## config.mk

```make
export PLATFORM = sky130hd
export DESIGN_NAME = clock_divider_bank
export DESIGN_NICKNAME = d
export VERILOG_FILES = /design/src/rtl/clkdiv_pkg.sv /design/src/rtl/clock_divider_channel.sv /design/src/rtl/clock_divider_bank.sv
export SDC_FILE = /design/constraint.sdc
export NUM_CORES = 1
export LEC_CHECK = 0
export CELL_PAD_IN_SITES_DETAIL_PLACEMENT = 1
export CELL_PAD_IN_SITES_GLOBAL_PLACEMENT = 2
export CORE_AREA = 2 2 288 290
export DETAILED_ROUTE_END_ITERATION = 16
export DIE_AREA = 0 0 290 292
export MAX_ROUTING_LAYER = met4
export PLACE_DENSITY = 0.89
export REMOVE_ABC_BUFFERS = 1
export SYNTH_ARGS = -nofsm -noshare
export SYNTH_HDL_FRONTEND = slang
export SYNTH_SLANG_ARGS = --single-unit
export TNS_END_PERCENT = 10
```

## constraint.sdc

```tcl
create_clock -name clk -period 6.4 [get_ports clk]
set_input_delay 0.96 -clock clk [delete_from_list [all_inputs] [get_ports clk]]
set_output_delay 0.96 -clock clk [all_outputs]
set_load 0.03 [all_outputs]
```

## src/rtl/clkdiv_pkg.sv

```systemverilog
// clkdiv_pkg: shared constants and the overflow-safe half-period helper for the divider bank.
package clkdiv_pkg;

    localparam int DEF_CNT_W = 32;
    localparam int MIN_DIV   = 2;
    localparam int MAX_W     = 64;

    // ceil(n/2) as (n>>1)+n[0] so an all-ones ratio cannot carry out
    function automatic logic [MAX_W-1:0] half_ratio(input logic [MAX_W-1:0] n);
        return (n >> 1) + MAX_W'(n[0]);
    endfunction

endpackage

```

## src/rtl/clock_divider_channel.sv

```systemverilog
// clock_divider_channel: one programmable divider channel with a staged ratio that is
// swapped in only at period boundaries, producing a divided clock and a period-start tick.
module clock_divider_channel
    import clkdiv_pkg::*;
#(
    parameter int          CNT_W       = DEF_CNT_W,
    parameter int unsigned DEFAULT_DIV = 100_000_000
) (
    input  logic             clk,
    input  logic             rst_n,
    input  logic             en_i,
    input  logic [CNT_W-1:0] ratio_i,
    input  logic             load_i,
    input  logic             sync_i,
    output logic             pending_o,
    output logic             clk_o,
    output logic             tick_o
);

    localparam logic [CNT_W-1:0] DEF_N = CNT_W'(DEFAULT_DIV);
    localparam logic [CNT_W-1:0] ONE   = CNT_W'(1);

    logic [CNT_W-1:0] n_q, n_d, stg_q, stg_d, cnt_q, cnt_d;
    logic [CNT_W-1:0] ld_val, n_next, cnt_inc, half;
    logic             pend_q, pend_d, clk_q, clk_d, tick_q, tick_d, wrap;

    assign ld_val  = ratio_i < CNT_W'(MIN_DIV) ? CNT_W'(MIN_DIV) : ratio_i;
    // ratio for the period that starts at a boundary: a fresh load beats a staged one
    assign n_next  = load_i ? ld_val : pend_q ? stg_q : n_q;
    assign wrap    = sync_i || cnt_q == n_q - ONE;
    assign cnt_inc = cnt_q + ONE;
    assign half    = CNT_W'(half_ratio(MAX_W'(n_q)));

    always_comb begin
        n_d    = n_q;
        stg_d  = stg_q;
        cnt_d  = cnt_q;
        pend_d = pend_q;
        clk_d  = 1'b0;
        tick_d = 1'b0;
        if (!en_i) begin
            n_d    = n_next;
            stg_d  = n_next;
            cnt_d  = n_next - ONE;
            pend_d = 1'b0;
        end else if (wrap) begin
            n_d    = n_next;
            stg_d  = n_next;
            cnt_d  = '0;
            pend_d = 1'b0;
            tick_d = 1'b1;
            clk_d  = 1'b1;
        end else begin
            cnt_d = cnt_inc;
            clk_d = cnt_inc < half;
            if (load_i) begin
                stg_d  = ld_val;
                pend_d = 1'b1;
            end
        end
    end

    always_ff @(posedge clk or negedge rst_n) begin
        if (!rst_n) begin
            n_q    <= DEF_N;
            stg_q  <= DEF_N;
            cnt_q  <= DEF_N - ONE;
            pend_q <= 1'b0;
            clk_q  <= 1'b0;
            tick_q <= 1'b0;
        end else begin
            n_q    <= n_d;
            stg_q  <= stg_d;
            cnt_q  <= cnt_d;
            pend_q <= pend_d;
            clk_q  <= clk_d;
            tick_q <= tick_d;
        end
    end

    assign pending_o = pend_q;
    assign clk_o     = clk_q;
    assign tick_o    = tick_q;

endmodule

```

## src/rtl/clock_divider_bank.sv

```systemverilog
// clock_divider_bank: a bank of independent programmable clock dividers with a shared
// phase-alignment sync strobe.
module clock_divider_bank
    import clkdiv_pkg::*;
#(
    parameter int          CHANNELS    = 4,
    parameter int          CNT_W       = DEF_CNT_W,
    parameter int unsigned DEFAULT_DIV = 100_000_000
) (
    input  logic                      clk,
    input  logic                      rst_n,
    input  logic [CHANNELS-1:0]       en,
    input  logic [CHANNELS*CNT_W-1:0] div_ratio,
    input  logic [CHANNELS-1:0]       load,
    input  logic                      sync,
    output logic [CHANNELS-1:0]       pending,
    output logic [CHANNELS-1:0]       clk_out,
    output logic [CHANNELS-1:0]       tick
);

    for (genvar g = 0; g < CHANNELS; g++) begin : g_ch
        clock_divider_channel #(
            .CNT_W       (CNT_W),
            .DEFAULT_DIV (DEFAULT_DIV)
        ) u_ch (
            .clk       (clk),
            .rst_n     (rst_n),
            .en_i      (en[g]),
            .ratio_i   (div_ratio[g*CNT_W +: CNT_W]),
            .load_i    (load[g]),
            .sync_i    (sync),
            .pending_o (pending[g]),
            .clk_o     (clk_out[g]),
            .tick_o    (tick[g])
        );
    end

endmodule
```

==> results of run 1 <==
==> layout make-up <==
| class | count | area [µm²] |
|---|---|---|
| flip-flops and latches | 396 | 10100 |
| inverters | 86 | 323 |
| clock inverters | 14 | 208 |
| repair buffers | 198 | 1880 |
| clock buffers | 79 | 1520 |
| fillers | 9647 | 44700 |
| multi-input cells | 3241 | 21500 |
| well taps | 1070 | 1340 |
==> worst min-delay path by stage <==
stage / from / end / slack (ps) / cells after the start
final: rst_n / g_ch[3].u_ch.n_q[7]$_DFFE_PN0N_ / 400 / 1
after global routing: rst_n / g_ch[3].u_ch.n_q[7]$_DFFE_PN0N_ / 420 / 1
after CTS: rst_n / g_ch[3].u_ch.n_q[7]$_DFFE_PN0N_ / 410 / 1
after detailed placement: g_ch[2].u_ch.stg_q[10]$_DFFE_PN0P_ / g_ch[2].u_ch.stg_q[10]$_DFFE_PN0P_ / 480 / 1
after global placement: g_ch[2].u_ch.stg_q[10]$_DFFE_PN0P_ / g_ch[2].u_ch.stg_q[10]$_DFFE_PN0P_ / 470 / 1
after floorplan: g_ch[2].u_ch.stg_q[10]$_DFFE_PN0P_ / g_ch[2].u_ch.stg_q[10]$_DFFE_PN0P_ / 460 / 1
==> cells by family (layout without fill, tap and decap cells) <==
family	after synthesis	count (layout)	synth area share [%]
compound gates	746	746	14.8
xor+xnor	508	508	13.5
fa+ha+maj	144	144	5.43
buf+inv	396	377	4.84
flops	396	396	30.5
mux	191	191	5.99
simple gates	1652	1652	24.9
==> flip-flops by register name (all words and copies together), names as in the netlist <==
signal               count
g_ch.u_ch.tick_o         4
g_ch.u_ch.n_q          128
g_ch.u_ch.cnt_q        128
g_ch.u_ch.stg_q        128
g_ch.u_ch.clk_o          4
g_ch.u_ch.pending_o      4
==> cell usage after synthesis (67+ instances only) <==
library cell / instances
nand2_1: 523
mux2i_1: 131
ha_1: 144
nor2_1: 262
xnor2_1: 303
a21oi_1: 110
xor2_1: 204
nand4_1: 95
dfrtp_1: 224
inv_1: 85
o21ai_0: 213
nand3_1: 174
clkbuf_1: 241
nor3_1: 147
nor4_1: 90
and3_1: 67
dfstp_2: 172
==> worst reg2reg max path, stage by stage (launching register included) <==
cell and delay, ps:
dfrtp_1 520, inv_1 140, ha_1 420, or3b_2 530, nor2_1 420, a21oi_1 140
a2111o_1 310, or4_1 510, a2111o_1 500, o311a_4 680, buf_4 390, nand2_1 140
o221ai_1 120
==> per-layer routing <==
| metal | vias up | wire (µm) |
|---|---|---|
| met2 | 545 | 51800 |
| met1 | 15300 | 52500 |
| met3 | 137 | 4070 |
| met4 | 0 | 2560 |
| met5 | - | 0 |
| li1 | 14300 | - |
==> per-stage QoR <==
| stage | setup TNS, ps | instances |
|---|---|---|
| detailed placement | 0 | 4991 |
| CTS | 0 | 5084 |
| floorplan | -225 | 3723 |
| finish | 0 | 5084 |
| global placement | 0 | 4991 |
| global route | 0 | 5084 |
==> power by group <==
group          switching (mW)  total [mW]  internal [mW]
Combinational            1.44        2.59           1.15
Clock                    1.21        3.03           1.83
Sequential              0.646        3.58           2.94
Total                    3.30        9.21           5.91
==> layout by cell type, fill, tap and decap left out, types with 90 or more instances in the layout <==
master / netlist / layout
clkdlybuf4s50_1: 0 / 143
xnor2_1: 303 / 303
mux2i_1: 131 / 131
a21oi_1: 110 / 110
nor2_1: 262 / 261
nand2_1: 523 / 523
nand4_1: 95 / 95
o21ai_0: 213 / 213
dfstp_2: 172 / 172
nor3_1: 147 / 146
nand3_1: 174 / 174
ha_1: 144 / 144
xor2_1: 204 / 204
nor4_1: 90 / 90
dfrtp_1: 224 / 220
==> results.md, run 1 <==
* Synth top area share at 16.9%
* DP HPWL at between 80,000 and 90,000 µm
* Via density at 5.95
* Total CTS buffers at between 50 and 60
* YS warnings at 0
* Die area at 84,700 µm²
* Routed WL at 111,000 µm
* CP Capture Point: g_ch[1].u_ch.cnt_q[30]$_DFF_PN0_
* Fin Hold WS at between 300 and 400 ps
* Status: finished, final reports clean
* PostCTS Resize Cnt at 0
* Met3 Use GR at 2.79%
* Flops & latches, synth at 396
* Fmax at 0.200 GHz
* Avg Cell Area, Syn at 8.23 µm²
* GR Util met1 at 36.1%
* CP startpoint kind: primary input
* Area Overhead vs Synth at 11.3%
* Netlist cell types at 89
* Worst Setup SP: div_ratio[52]
* Global-route wire length before repair at 178,000 µm
* Placer Congestion at 0.897
* Power consumption at 9.21 mW
* Critical Path Fanout Max at 10
* Worst endpoint required time at 6860 ps
* # rows at between 100 and 150
* PnR worst setup slack at 1400 ps
* Final hold vios at 0
* Register area share after synthesis at 30.5%
* Leakage power at 14.0 nW
* Initial antenna violation count at 0
* Period utilization at 78.1%
* Post-synth EDFFs at 0
* Post-Layout Inst Area at approximately 37,000 µm²
* IO Count at 151
* CTS tree: built
* Syn Inst Count at 4,033
* Routed vias at 30.3k
* Initial DRC count at 1,893
* Die Ht at 292 µm
* Worst reg2reg endpoint: g_ch[3].u_ch.stg_q[19]$_DFFE_PN0P_
* DRT antenna net count at 0
* Final core utilization at 45.3%
* Synth top area cells: dfrtp_1, dfstp_2, xnor2_1
* Family with the most delay on the worst path: simple AND/OR/NAND/NOR gates
* Reg2reg path depth at 12
* Buffers on Ports at 150
* Clock-pin slew on the worst setup and hold paths at 60 ps
* Share of post-route cells with drive strength above 1 at 10.4%
* Routed length per placed instance at approximately 22 µm
* Hold buffer count at cts at 0
* Worst-Skew Late Latency at 610 ps
* Final min period at 5000 ps
* Clock Skews at 20.2 ps
* Synth Flop Type: dfrtp_1
* RSZ-0062 raised after global routing: false
* CTS max path bufs at 3
* Core Box Area at approximately 82,000 µm²
* # Post-CTS Setup Buffers at 0
* Met2 usage at 42.6%
* Die width at 290 µm
* DP Area at 35,200 µm²
* Vias in the first global route at 30.7k
* Root buf cell: clkbuf_16
* Nets at between 4k and 5k
* Initial Utilization at 40.7%
* Levels on crit path at 16
* Setup violations, final at 0
* Crit-path slowest cell: nor4b_1
* Slew Viols, Final at 0
* Crit path buf inv count at 2
* Slew @ Worst Pin at between 1000 and 1500 ps
* Total Routing Usage GR at 26.6%
* ANT cells at 0
* Critical Path, Cell by Cell: clkdlybuf4s50_1 -> nor4_1 -> nand4_1 -> nor2_1 -> nor2_1 -> nand2_1 -> o21ai_0 -> inv_1 -> ha_1 -> nand2_1 -> nor4b_1 -> and2_1 -> nand3_1 -> nor3b_1 -> xor2_1 -> o21ai_0
* Register-to-register setup slack at 1410 ps
* CP endpoint kind: flop
* Max_cap viols at 0
* CTS Sinks at 396
* Area leader, netlist: dfrtp_1
* CP peak stage delay at ~730 ps
* CTS H-tree lvls at 2
* Peak VDD IR at 0.177 mV
* Crit path DAT at 5460 ps
* Place WS at around 850 ps
* Hold WC Path Type: primary input to asynchronous set/reset pin
* Worst reg2reg startpoint: g_ch[3].u_ch.n_q[0]$_DFFE_PN0N_
* DRC errors left at 0
* Critical path class: primary input to flop
* Fraction of registers with async set/reset at 100%
* Remaining global-route overflow at 0
* Largest net degree at the start of global routing at 158
* Pwr dens at 249 nW/µm²
* Gr busiest metal: met2
* Slew headroom at 8.64%
* Synthesized cell area at 33,200 µm²
* Drt pass-1 iters at 5
No activity file was read; power rests on OpenSTA's default activity.
==> inputs of run 2 (changes only) <==
--- a/config.mk
+++ b/config.mk
@@ -7,11 +7,11 @@
 export LEC_CHECK = 0
 export CELL_PAD_IN_SITES_DETAIL_PLACEMENT = 1
 export CELL_PAD_IN_SITES_GLOBAL_PLACEMENT = 2
-export CORE_AREA = 2 2 288 290
+export CORE_AREA = 2 2 311 313
 export DETAILED_ROUTE_END_ITERATION = 16
-export DIE_AREA = 0 0 290 292
+export DIE_AREA = 0 0 313 315
 export MAX_ROUTING_LAYER = met4
-export PLACE_DENSITY = 0.89
+export PLACE_DENSITY = 0.82
 export REMOVE_ABC_BUFFERS = 1
 export SYNTH_ARGS = -nofsm -noshare
 export SYNTH_HDL_FRONTEND = slang
==> constraint.sdc (replaced) <==
create_clock -name clk -period 4.3 [get_ports clk]
set_input_delay 0.645 -clock clk [delete_from_list [all_inputs] [get_ports clk]]
set_output_delay 0.645 -clock clk [all_outputs]
set_load 0.03 [all_outputs]
==> run 2 against run 1 <==
Core utilization is 4.7 points lower. Power is 51% higher. Largest power group unchanged. Worst hold slack worse by 330 ps. Clock skew is 4.0 ps lower. Count of clock-buffer cells in the layout is 1 higher. Clock power is 48% higher.
==> results.md, run 2 (synthesis results as in run 1) <==
* Status: finished, final reports clean
* Crit-path slowest cell: or3b_2
* Nets at 4,448 (+4.5%)
* Peak VDD IR at 0.321 mV (+82%)
* # rows at 114 (+8.6%)
* PnR worst setup slack at 182 ps (-1220 ps)
* Die width at 313 µm (+7.9%)
* Hold buffer count at cts at 0 (unchanged)
* CTS Sinks at 396 (unchanged)
* Die Ht at 315 µm (+7.9%)
* CTS H-tree lvls at 2 (unchanged)
* Worst endpoint required time at 4810 ps (-2050 ps)
* Max_cap viols at 0 (unchanged)
* CTS max path bufs at 3 (unchanged)
* CP peak stage delay at 500 ps (-230 ps)
* Worst-Skew Late Latency at 640 ps (+30 ps)
* Finished Layout Cells at 5,484 (+7.9%)
* Global-route wire length before repair at 186,000 µm (+4.8%)
* Initial Utilization at 34.7% (-6.0 points)
* Crit path DAT at 4630 ps (-830 ps)
* CP startpoint kind: flop
* Critical path class: flop to flop
* Drt pass-1 iters at 5 (unchanged)
* Setup violations, final at 0 (unchanged)
* Slew Viols, Final at 0 (unchanged)
* Family with the most delay on the worst path: simple AND/OR/NAND/NOR gates
* Fin Setup TNS at 0 ps (unchanged)
* CP endpoint kind: flop
* Total CTS buffers at 51 (unchanged)
* Routed length per placed instance at 21.2 µm (-2.8%)
* Routed WL at 116,000 µm (+4.9%)
* Post-Layout Inst Area at 38,800 µm² (+5.1%)
* Placed cell count at 5,387 (+7.9%)
* Placer Congestion at 0.898 (+0.11%)
* Die area at 98,600 µm² (+16%)
* Critical Path, Cell by Cell: inv_1 -> ha_2 -> or3b_2 -> or4_1 -> xnor2_1 -> nand4_1 -> or4_1 -> a2111o_1 -> o311a_4 -> buf_4 -> nor3_1 -> nor3_1
* Most common library cell in the layout ignoring fill and taps: nand2_1
* Period utilization at 95.8%
* Routed vias at 30.8k (+1.7%)
* Buffers on Ports at 150 (unchanged)
* Remaining global-route overflow at 0 (unchanged)
* Commonest cells after routing, fill and taps aside: nand2_1, xnor2_1, nor2_1, buf_4, dfrtp_1
* Root buf cell: clkbuf_16
* Slew @ Worst Pin at 803 ps (-555 ps)
* Pwr dens at 359 nW/µm² (+44%)
* DP Area at 37,000 µm² (+5.1%)
* Reg2reg path depth at 12 (unchanged)
* Slew headroom at 45.9% (+37 points)
* Final core utilization at 40.5% (-4.7 points)
* Core Box Area at 95,700 µm² (+17%)
* Share of post-route cells with drive strength above 1 at 14.9% (+4.5 points)
* Vias in the first global route at 32.0k (+4.4%)
* Clock Skews at 16.2 ps (-3.98 ps)
* CTS tree: built
* Leakage power at 15.0 nW (+7.1%)
* Place WS at -158 ps (-1010 ps)
* Initial DRC count at 1,615 (-15%)
* Largest net degree at the start of global routing at 107 (-32%)
* Area Overhead vs Synth at 16.9%
* Levels on crit path at 12 (-4)
* Crit path buf inv count at 2 (unchanged)
* Total Routing Usage GR at 24.2% (-2.5 points)
* Critical Path Fanout Max at 43 (+33)
* Hold WC Path Type: primary input to asynchronous set/reset pin
* Largest registers: g_ch.u_ch.cnt_q (128), g_ch.u_ch.n_q (128), g_ch.u_ch.stg_q (128)
* DRC errors left at 0 (unchanged)
* Initial antenna violation count at 0 (unchanged)
* Final min period at 4120 ps
* Fmax at 0.243 GHz
* RSZ-0062 raised after global routing: false
* Final hold vios at 0 (unchanged)
* DP HPWL at 89,000 µm (+9.1%)
* IO Count at 151 (unchanged)
* Via density at 5.61 (-5.7%)
* DRT antenna net count at 0 (unchanged)
* Clock-pin slew on the worst setup and hold paths at 60 ps (about the same)
[run 2: cell count changes in the layout (fill, tap and decap cells not counted), moves of 3 or more]
cell / before / now
nor3_1: 146 / 143
buf_12: 3 / 13
dfrtp_1: 220 / 217
buf_4: 47 / 228
dfrtp_2: 4 / 7
nor2_1: 261 / 257
[run 2: worst register-to-register path: stages (launching register included)]
cell	delay, ps
dfrtp_1	490
inv_1	130
ha_2	240
or3b_2	500
or4_1	430
xnor2_1	160
nand4_1	90
or4_1	420
a2111o_1	500
o311a_4	410
buf_4	280
nor3_1	260
nor3_1	80
[run 2: through the flow]
step	hold slack [ps]	power (mW)
global placement	477	9.35
finish	67.3	13.9
floorplan	349	7.66
detailed placement	485	9.46
global route	97.3	14.8
CTS	74.1	14.1
[run 2: path summary, 6_finish.rpt]
path / startpoint / to / slack, ps
min in group clk: g_ch[3].u_ch.stg_q[26]$_DFFE_PN1P_ / g_ch[3].u_ch.stg_q[26]$_DFFE_PN1P_ / 500
hold reg to reg: g_ch[3].u_ch.stg_q[26]$_DFFE_PN1P_ / g_ch[3].u_ch.stg_q[26]$_DFFE_PN1P_ / 500
setup / recovery: g_ch[3].u_ch.n_q[0]$_DFFE_PN0N_ / g_ch[3].u_ch.stg_q[4]$_DFFE_PN0P_ / 180
hold / removal: rst_n / g_ch[0].u_ch.stg_q[11]$_DFFE_PN0P_ / 70
max in group asynchronous: rst_n / g_ch[3].u_ch.stg_q[20]$_DFFE_PN1P_ / 3120
setup reg to reg: g_ch[3].u_ch.n_q[0]$_DFFE_PN0N_ / g_ch[3].u_ch.stg_q[4]$_DFFE_PN0P_ / 180
[run 2: final cells by class]
cell class	count	area [µm²]
Antenna cell	1	2.50
Clock buffer	80	1550
Clock inverter	15	165
Fill cell	11400	56900
Inverter	86	323
Multi-Input combinational cell	3241	21600
Sequential cell	396	10100
Tap cell	1276	1600
Timing Repair Buffer	389	3430
[run 2: layer usage]
| metal | part of all wire [%] | track usage, % |
|---|---|---|
| met1 | 47 | 32.1 |
| met2 | 48 | 39.8 |
| met3 | 3.1 | 2.39 |
| met4 | 2.1 | 5.25 |
| met5 | 0 | - |
[run 2: repair_timing]
item / CTS / global route
setup endpoints to repair: 2 / 61
pin swaps: 0 / 2
setup buffers: 0 / 1
resized for setup: 5 / 17
[run 2: where the power goes]
part	switching (mW)	internal, mW	total, mW
clock network	1.85	2.64	4.49
logic	2.40	1.90	4.30
registers	0.768	4.38	5.14
